$ cat src/rtl/mem_lsu.sv
// RV32I load/store unit: validates one request at a time, drives the main_mem
// data port with lane-formatted strobes and returns extended load data.
module mem_lsu (
    input  logic        i_clk,
    input  logic        i_rst,
    input  logic        i_valid,
    input  logic        i_store,
    input  logic [2:0]  i_funct3,
    input  logic [31:0] i_addr,
    input  logic [31:0] i_wdata,
    output logic        o_busy,
    output logic        o_done,
    output logic        o_fault,
    output logic [31:0] o_rdata,
    output logic        o_dm_ren,
    output logic        o_dm_wen,
    output logic [3:0]  o_dm_ben,
    output logic [13:0] o_dm_addr,
    output logic [31:0] o_dm_wdata,
    input  logic [31:0] i_dm_rdata,
    input  logic        i_ready
);

    typedef enum logic [1:0] {S_IDLE, S_ISSUE, S_RDATA, S_DONE} state_t;

    state_t      r_state;
    state_t      w_state_nxt;
    logic        r_store;
    logic [2:0]  r_funct3;
    logic [15:0] r_addr;
    logic [31:0] r_wdata;
    logic        r_fault;
    logic [31:0] r_rdata;
    logic        w_accept;
    logic        w_req_bad;
    logic        w_unused_addr;

    function automatic logic f_illegal(input logic st, input logic [2:0] f3,
                                       input logic [1:0] lane);
        logic bad;
        case (f3)
            3'b000:  bad = 1'b0;
            3'b001:  bad = lane[0];
            3'b010:  bad = |lane;
            3'b100:  bad = st;
            3'b101:  bad = st | lane[0];
            default: bad = 1'b1;
        endcase
        return bad;
    endfunction

    function automatic logic [3:0] f_store_ben(input logic [1:0] size, input logic [1:0] lane);
        logic [3:0] ben;
        case (size)
            2'b00:   ben = 4'b0001 << lane;
            2'b01:   ben = lane[1] ? 4'b1100 : 4'b0011;
            default: ben = 4'b1111;
        endcase
        return ben;
    endfunction

    function automatic logic [31:0] f_store_data(input logic [1:0] size, input logic [31:0] wd);
        logic [31:0] d;
        case (size)
            2'b00:   d = {4{wd[7:0]}};
            2'b01:   d = {2{wd[15:0]}};
            default: d = wd;
        endcase
        return d;
    endfunction

    function automatic logic [31:0] f_load_fmt(input logic [2:0] f3, input logic [1:0] lane,
                                               input logic [31:0] d);
        logic [7:0]  b;
        logic [15:0] h;
        logic [31:0] r;
        case (lane)
            2'b00:   b = d[7:0];
            2'b01:   b = d[15:8];
            2'b10:   b = d[23:16];
            default: b = d[31:24];
        endcase
        h = lane[1] ? d[31:16] : d[15:0];
        case (f3)
            3'b000:  r = {{24{b[7]}}, b};
            3'b001:  r = {{16{h[15]}}, h};
            3'b100:  r = {24'h0, b};
            3'b101:  r = {16'h0, h};
            default: r = d;
        endcase
        return r;
    endfunction

    // Upper address bits alias onto the 64 KiB window.
    assign w_unused_addr = ^i_addr[31:16];

    assign w_accept  = (r_state == S_IDLE) && i_valid;
    assign w_req_bad = f_illegal(i_store, i_funct3, i_addr[1:0]);

    always_ff @(posedge i_clk) begin
        if (i_rst) begin
            r_state  <= S_IDLE;
            r_store  <= 1'b0;
            r_funct3 <= 3'b000;
            r_addr   <= 16'h0;
            r_wdata  <= 32'h0;
            r_fault  <= 1'b0;
            r_rdata  <= 32'h0;
        end else begin
            r_state <= w_state_nxt;
            if (w_accept) begin
                r_store  <= i_store;
                r_funct3 <= i_funct3;
                r_addr   <= i_addr[15:0];
                r_wdata  <= i_wdata;
                r_fault  <= w_req_bad;
            end
            if (r_state == S_RDATA)
                r_rdata <= f_load_fmt(r_funct3, r_addr[1:0], i_dm_rdata);
        end
    end

    // Memory strobes exist only in an ISSUE cycle that sees i_ready.
    always_comb begin
        w_state_nxt = r_state;
        o_dm_ren    = 1'b0;
        o_dm_wen    = 1'b0;
        o_dm_ben    = 4'b0000;
        o_dm_wdata  = 32'h0;
        case (r_state)
            S_IDLE: begin
                if (i_valid)
                    w_state_nxt = w_req_bad ? S_DONE : S_ISSUE;
            end
            S_ISSUE: begin
                if (i_ready) begin
                    w_state_nxt = r_store ? S_DONE : S_RDATA;
                    o_dm_ren    = ~r_store;
                    o_dm_wen    = r_store;
                    if (r_store) begin
                        o_dm_ben   = f_store_ben(r_funct3[1:0], r_addr[1:0]);
                        o_dm_wdata = f_store_data(r_funct3[1:0], r_wdata);
                    end
                end
            end
            S_RDATA: w_state_nxt = S_DONE;
            default: w_state_nxt = S_IDLE;
        endcase
    end

    assign o_busy    = (r_state != S_IDLE);
    assign o_done    = (r_state == S_DONE);
    assign o_fault   = (r_state == S_DONE) && r_fault;
    assign o_rdata   = r_rdata;
    assign o_dm_addr = r_addr[15:2];

endmodule

$ cat config.mk
export PLATFORM = sky130hd
export DESIGN_NAME = mem_lsu
export DESIGN_NICKNAME = d
export VERILOG_FILES = /design/src/rtl/mem_lsu.sv
export SDC_FILE = /design/constraint.sdc
export NUM_CORES = 1
export LEC_CHECK = 0
export ABC_AREA = 1
export BUFFER_PORTS_ARGS = -buffer_cell sky130_fd_sc_hd__clkbuf_2
export CAP_MARGIN = 5
export CORE_MARGIN = 2
export CORE_UTILIZATION = 48
export DETAILED_ROUTE_END_ITERATION = 8
export GPL_ROUTABILITY_DRIVEN = 0
export GPL_TIMING_DRIVEN = 0
export PLACE_DENSITY = 0.81
export SLEW_MARGIN = 25
export SYNTH_ARGS = -nofsm -noshare
export SYNTH_HDL_FRONTEND = slang
export SYNTH_SLANG_ARGS = --single-unit
export TNS_END_PERCENT = 5
$ cat constraint.sdc
create_clock -name i_clk -period 1.65 [get_ports i_clk]
set_input_delay 0.2475 -clock i_clk [delete_from_list [all_inputs] [get_ports i_clk]]
set_output_delay 0.2475 -clock i_clk [all_outputs]
set_load 0.005 [all_outputs]
After elaboration in Yosys (flattened, before gate mapping)

Cells that the tools add are included.

Multiply operators: 0
Reduce and logical (&&, ||, !) cells: 10
Shift-type cells: 1
$lt $le $gt $ge: 0
Bitwise operators: 2
$add $sub $neg: 0
Multiplexer cells: 22
Equality and inequality tests: 15
Divide/modulo/power cells: 0

Operators by type and width:

| cell                                            | number |
|---|---|
| case mux 32 bit (4 select lines)                | 1 |
| two-way mux 32 bit                              | 3 |
| case mux 32 bit (2 select lines)                | 1 |
| case mux 8 bit (3 select lines)                 | 1 |
| two-way mux 16 bit                              | 1 |
| two-way mux 4 bit                               | 4 |
| == test 3 bit, second input constant            | 4 |
| case mux 4 bit (2 select lines)                 | 1 |
| == test 2 x 1 -> 1 bit, second input constant   | 3 |
| == test 2 bit, second input constant            | 3 |
| == test 3 x 1 -> 1 bit, second input constant   | 2 |
| logical NOT 2 bit                               | 3 |
| logical NOT 3 bit                               | 2 |
| two-way mux 2 bit                               | 3 |
| case mux 2 bit (3 select lines)                 | 1 |
| two-way mux 1 bit                               | 5 |
| case mux 1 bit (5 select lines)                 | 1 |
| inequality test 2 bit, second input constant    | 2 |
| left shift 1 x 2 -> 4 bit, first input constant | 1 |
| == test 3 x 2 -> 1 bit, second input constant   | 1 |
| logical AND 1 bit                               | 2 |
| AND reduction 2 bit                             | 1 |
| nonzero test 2 bit                              | 1 |
| OR reduction 2 bit                              | 1 |
| other kinds (2)                                 | 2 |

Register bits: 87
RAM bits: 0
Bits in read-only memories: 0
Logic and storage cells: 57
Input bits: 104
Output and inout port bits: 87
Bits in latches: 0
Memories kept: 0

Depth between registers and ports, before layout

Gate-level depths: netlist of run 1.

Depth after elaboration: 5
Mapped depth: 9

Worst setup path after synthesis of run 1

No wires, ideal clock.

Path type: register to output
Start point: register r_state[1]
End point: output port o_dm_wdata[22]
Required time: 1.402 ns
Arrival: 1.278 ns
Slack: 0.124 ns
Buffers on the path: 1
Stages on the path, launching flop included: 8
Cell sequence: dfxtp_1 inv_1 ha_1 nand2_1 nor2_2 inv_2 buf_2 a21oi_1

Cells in the longest elaborated chain, start to end: 2

RTL lines:

| element                  | line | source |
|---|---|---|
| start: declaration       | 26   | `state_t r_state;` |
| start signal: assignment | 110  | `r_state <= w_state_nxt;` |
| == test 2 x 1 -> 1 bit   | 130  | `case (r_state)` |
| two-way mux 32 bit       | 130  |  |
| end: declaration         | 19   | `output logic [31:0] o_dm_wdata,` |

No other way between the ends.

Final worst setup path of run 1

Start point: register r_state[1]
End point: output port o_dm_wdata[23]

The elaborated chain is that of the path after synthesis.

==> results.tsv, run 1 <==
stage	metric	value	unit
setup_path	cp.arrival	1710	ps
timing	period_needed	1960	ps
setup_path	cp_slowest_cell	dfxtp_2	
die	fp.coreArea	0.00876	mm2
power_and_ir_drop	peakVddDrop	0.000856	V
die	fp-row-count	34	
power_and_ir_drop	p_per_area	1550	mW/mm2
cts	cts_tree	yes	
synth	yosysSeqAreaShare	0.398	
finish	seq_area	0.00175	mm2
drt	dr.pass1.iters	6	
synth	synth.distinct_cells	36	
finish	fin_nets	945	
setup_path	r2r_cells	8	
synth	syn_inst	643	
synth	syn_avg_cell_area	6.81	um2
setup_path	endpoint_kind	output port	
timing	fin_crit_sh	1.19	
power_and_ir_drop	p_total	9220	uW
setup_path	critPathBufInv	5	
finish	antenna_cells	0	
timing	tns	-8390	ps
die	start_util	0.500	
timing	worst_pin_slew	538	ps
cts	cts.path.max_buffers	2	
drt	via_count	5065	
global_route	grt_usage	0.287	
timing	rsz0062_at_grt	yes	
cts	cts_sinks	87	
setup_path	worstSetupPathType	reg -> out	
run_status	outcome	finished with violations	
drt	drc	0	
synth	synth-main-ff-cell	dfxtp_1	
synth	synth.largest_area_cell	dfxtp_1	
worst_hold_path	holdPathStages	3	
global_route	grt_pass1_wl	22800	um
finish	syn_to_final_growth	36.3	%
synth	synth-edff-count	0	
cts	cts_hold_buf	0	
setup_path	path_cells	inv_2 > ha_4 > nand2_4 > nor2_4 > buf_12 > inv_6 > buf_12 > a21oi_4 > clkbuf_2	
cts	clock_latency	360	ps
timing	hold_viol	0	
synth	syn_nets	751	
timing	relSlewSlack	0.641	
run_status	violations	negative setup slack	
synth	yosysMostFrequentCell	nor2_1	
drt	drtIter0Drc	423	
global_route	overflow	0	
synth	netlist_top_cells_count	152 x nor2_1, 92 x nand2_1, 92 x o21ai_0	
job	drv_cap	0	
global_route	grt_max_degree	20	
setup_path	cp_max_fo	10	
cts	clk_pin_slew_worst_paths	90	ps
die	die_x	99.5	um
die	die_h	99.5	um
drt	drt_wl_total	14300	um
timing	setup_ws	-306	ps
timing	drv_slew	0	
synth	synthTopCellsByArea	dfxtp_1 40%, nor2_1 13%, o21ai_0 11%, nand2_1 7.9%, a21oi_1 5.8%	
setup_path	rr_endpoint	r_wdata[15]	
cts	clock-root-buffer	clkbuf_8	
setup_path	critPathLaunchType	register	
synth	synth-async-reset-ratio	0	
finish	drive_gt1_frac	0.372	
worst_hold_path	hp-class	in -> reg	
timing	fmax	511	MHz
die	dieArea	0.00990	mm2
synth	ys_seq_elements	87	
cts	htreeDepth	3	
setup_path	required	1400	ps
setup_path	ff2ff_setup_slack	0	ps
timing	skew	7.43	ps
synth	synth_top_area_share	0.398	
drt	wl_per_cell	15.1	um
synth	synthesis.area	0.00438	mm2
setup_path	crit_top_cell	buf_12	
global_route	antenna_found_initial	0	
setup_path	cpPeakStageDelay	340	ps
worst_hold_path	holdPathEnd	r_addr[10]	
worst_hold_path	worstHoldStart	i_addr[10]	
placement	numPortBuffers	174	
setup_path	cpLargestDelayFamily	buffers and inverters	
cts	cts_buffers	9	
global_route	grt_pass1_vias	4889	
placement	place_hpwl	10600	um
timing	finalSetupViolations	37	
drt	viasPerCell	5.33	
drt	ant_nets	0	
placement	dpl_worst_slack	-467	ps
finish	fillers	780	
finish	multi_input_area	0.00235	mm2
setup_path	r2r_start	r_state[1]	
die	pin_count	191	
power_and_ir_drop	p_leak	0.00292	uW
synth	ys.warnings.count	0	
## cell families after synthesis
kind of cell / synth area share
simple gates: 0.267
compound gates: 0.213
buf+inv: 0.111
flops: 0.398
fa+ha+maj: 0.0114
## sequential cells by signal, summed over array words and instances, names as in the netlist
signal / count
r_funct3: 3
r_fault: 1
r_store: 1
r_addr: 16
r_wdata: 32
o_rdata: 32
r_state: 2
## worst register-to-register path, cell delays in order (launching register included)
cell	delay (ps)
dfxtp_2	340
inv_2	80
buf_4	100
ha_1	190
nand2_1	120
inv_2	120
clkbuf_1	420
nor2_1	80
nor2_1	130
## worst max path at each step
| stage | start | to | slack [ps] | depth (start not counted) |
|---|---|---|---|---|
| 2_1_floorplan | r_state[1] | o_dm_wdata[22] | 120 | 7 |
| 3_3_place_gp | r_state[1] | o_dm_wdata[23] | -390 | 8 |
| 3_5_place_dp | r_state[1] | o_dm_wdata[23] | -470 | 8 |
| 4_1_cts | r_state[1] | o_dm_wdata[23] | -300 | 9 |
| 5_1_grt | r_state[1] | o_dm_wdata[18] | -390 | 8 |
| 6_report | r_state[1] | o_dm_wdata[23] | -310 | 9 |
## placed cells by master (no fill, tap or decap), drive strengths merged
cell / instances
a21oi: 52
inv: 45
o21ai: 109
nor3: 7
nand2: 98
dfxtp: 87
clkinvlp: 4
clkbuf: 190
a21o: 1
nor2: 159
ha: 4
a22oi: 1
a211oi: 1
nor4b: 1
clkinv: 2
nand3: 12
o22ai: 9
buf: 55
or2: 4
bufinv: 1
## per-layer routing
metal,track usage,routed length (um),vias up
li1,-,-,2451
met1,0.356,5730,2305
met2,0.483,6910,264
met3,0.0583,1280,45
met4,0.126,404,0
met5,0,0,-
## metrics by stage
step	utilization	hold WS (ps)	std cells	cell area [um2]
floorplan	-	396	643	4380
global placement	0.615	465	925	5390
detailed placement	0.615	471	925	5390
CTS	0.671	126	949	5880
global route	0.681	145	950	5970
finish	0.681	129	950	5970
## power by group
| part | switching, uW | internal (uW) |
|---|---|---|
| registers | 441 | 2780 |
| logic | 2720 | 1760 |
| clock network | 809 | 713 |
## layout make-up
type,count,area share
clock buffer,9,0.0208
inverter,44,0.0300
clock inverter,7,0.0132
buffer,53,0.0627
timing repair inverter,1,0.00126
tap,108,0.0226
sequential,87,0.293
timing repair buffer,183,0.163
multi-input combinational,458,0.393
## timing repair
action / in CTS / in global routing
endpoints found under the setup margin: 84 / 104
resized for setup: 76 / 56
pin swaps: 9 / 5
buffers inserted: 7 / 1
cloned: 2 / 0
No activity file was read; power rests on OpenSTA's default activity.
==> run 2: changes to the inputs <==
Settings changed: GPL_ROUTABILITY_DRIVEN 0 to 1, SETUP_SLACK_MARGIN set to 0.5.
==> results.tsv, run 2 (same netlist as run 1, synthesis figures left out) <==
stage	metric	value	unit
drt	ant_nets	0	
setup_path	cpLargestDelayFamily	simple AND/OR/NAND/NOR gates	
worst_hold_path	hp-class	in -> reg	
job	drv_cap	0	
die	pin_count	191	
die	fp.coreArea	0.00876	mm2
cts	cts_buffers	9	
die	start_util	0.500	
cts	clk_pin_slew_worst_paths	110	ps
setup_path	critPathBufInv	3	
finish	fin_nets	954	
placement	dpl_worst_slack	-82.3	ps
finish	syn_to_final_growth	53.1	%
drt	drc	0	
cts	clock-root-buffer	clkbuf_8	
setup_path	cp_slowest_cell	dfxtp_2	
cts	htreeDepth	3	
global_route	grt_max_degree	18	
cts	clock_latency	380	ps
setup_path	cp.arrival	1760	ps
timing	drv_slew	0	
setup_path	path_cells	inv_2 > ha_4 > nand2_4 > nor2_4 > buf_12 > o21ai_1 > nor2_1 > buf_2	
finish	antenna_cells	0	
finish	final_cell_mix	144 x clkbuf_2, 143 x nor2_1, 89 x nand2_1, 69 x dfxtp_1, 55 x o21ai_2	
finish	layout_commonest_cell	clkbuf_2	
placement	place_hpwl	11200	um
placement	dpl.cell_count	925	
setup_path	cpPeakStageDelay	340	ps
timing	fmax	498	MHz
drt	wl_per_cell	17.5	um
drt	drtIter0Drc	300	
setup_path	cp_max_fo	7	
finish	drive_gt1_frac	0.458	
cts	cts.path.max_buffers	2	
cts	cts_hold_buf	0	
run_status	violations	negative setup slack	
finish	fillers	595	
setup_path	worstSetupPathType	reg -> out	
cts	cts_sinks	87	
timing	setup_ws	-357	ps
run_status	outcome	finished with violations	
drt	drt_wl_total	16800	um
global_route	antenna_found_initial	0	
die	die_x	99.5	um
global_route	overflow	0	
timing	skew	12.8	ps
die	dieArea	0.00990	mm2
setup_path	required	1400	ps
power_and_ir_drop	p_per_area	1580	mW/mm2
timing	finalSetupViolations	37	
die	fp-row-count	34	
timing	relSlewSlack	0.475	
timing	period_needed	2010	ps
power_and_ir_drop	peakVddDrop	0.000937	V
die	die_h	99.5	um
timing	hold_viol	0	
drt	dr.pass1.iters	5	
drt	via_count	5325	
timing	rsz0062_at_grt	yes	
global_route	grt_pass1_wl	23700	um
drt	viasPerCell	5.55	
cts	cts_tree	yes	
setup_path	endpoint_kind	output port	
placement	routabilityCongestion	0.903	
global_route	grt_usage	0.302	
placement	numPortBuffers	174	
timing	fin_crit_sh	1.22	
power_and_ir_drop	p_leak	0.00320	uW
power_and_ir_drop	p_total	10600	uW
setup_path	critPathLaunchType	register	
finish	final_cells	959	
global_route	grt_pass1_vias	4881	
timing	worst_pin_slew	788	ps
run 2: cell types whose count changed in the layout (fill, tap and decap cells not counted), sizes merged:
cell and delta:
inv +1, bufinv -1, clkbuf -15, buf +25, clkinv -1
run 2: final timing paths:
check / from / endpoint / slack, ps / depth (start not counted)
min: i_addr[10] / r_addr[10] / 100 / 3
max reg2reg: r_state[1] / r_wdata[7] / 100 / 9
max: r_state[1] / o_dm_wdata[12] / -360 / 8
min reg2reg: o_rdata[6] / o_rdata[6] / 470 / 2
run 2: worst reg2reg max path, cell delays in order, from the launching register on:
cell and delay [ps]:
dfxtp_2 350, inv_2 60, buf_4 130, buf_6 110, ha_4 170, nand2_4 90, buf_12 160, clkbuf_16 190
o21ai_2 70, a21oi_1 140
run 2: per-layer routing:
metal,part of all wire,wire length [um],GRT usage,up-vias
li1,-,-,-,2470
met1,0.37,6230,0.375,2447
met2,0.49,8260,0.515,348
met3,0.10,1740,0.0717,60
met4,0.035,591,0.103,0
met5,0,0,0,-
run 2: stage by stage:
stage,hold WS [ps],TNS (ps),util,instance area [um2]
after floorplan,396,0,-,4440
after global placement,455,-617,0.621,5440
after detailed placement,459,-567,0.621,5440
after CTS,110,-7900,0.697,6110
after global routing,123,-12190,0.765,6700
final,100,-9620,0.765,6700
run 2: area by class of cell:
| class | count | area, um2 | area share |
|---|---|---|---|
| buffer | 54 | 659 | 0.0984 |
| clock buffer | 9 | 124 | 0.0185 |
| clock inverter | 7 | 63.8 | 0.00952 |
| inverter | 44 | 194 | 0.0289 |
| multi-input combinational | 458 | 2570 | 0.384 |
| sequential | 87 | 1770 | 0.264 |
| tap | 108 | 135 | 0.0202 |
| timing repair buffer | 192 | 1180 | 0.177 |
run 2: power breakdown:
group          switching [uW]  internal (uW)  total [uW]  leakage (uW)
clock                     901            579        1480     0.0000834
combinational            3190           2630        5810       0.00239
sequential                490           2800        3290      0.000724
total                    4580           6000       10600       0.00320
run 2: what timing repair did:
item | in CTS | in global routing
setup endpoints to repair | 142 | 142
pin swaps | 19 | 77
cloned | 1 | 1
gates resized for setup | 126 | 197
buffers inserted | 7 | 9
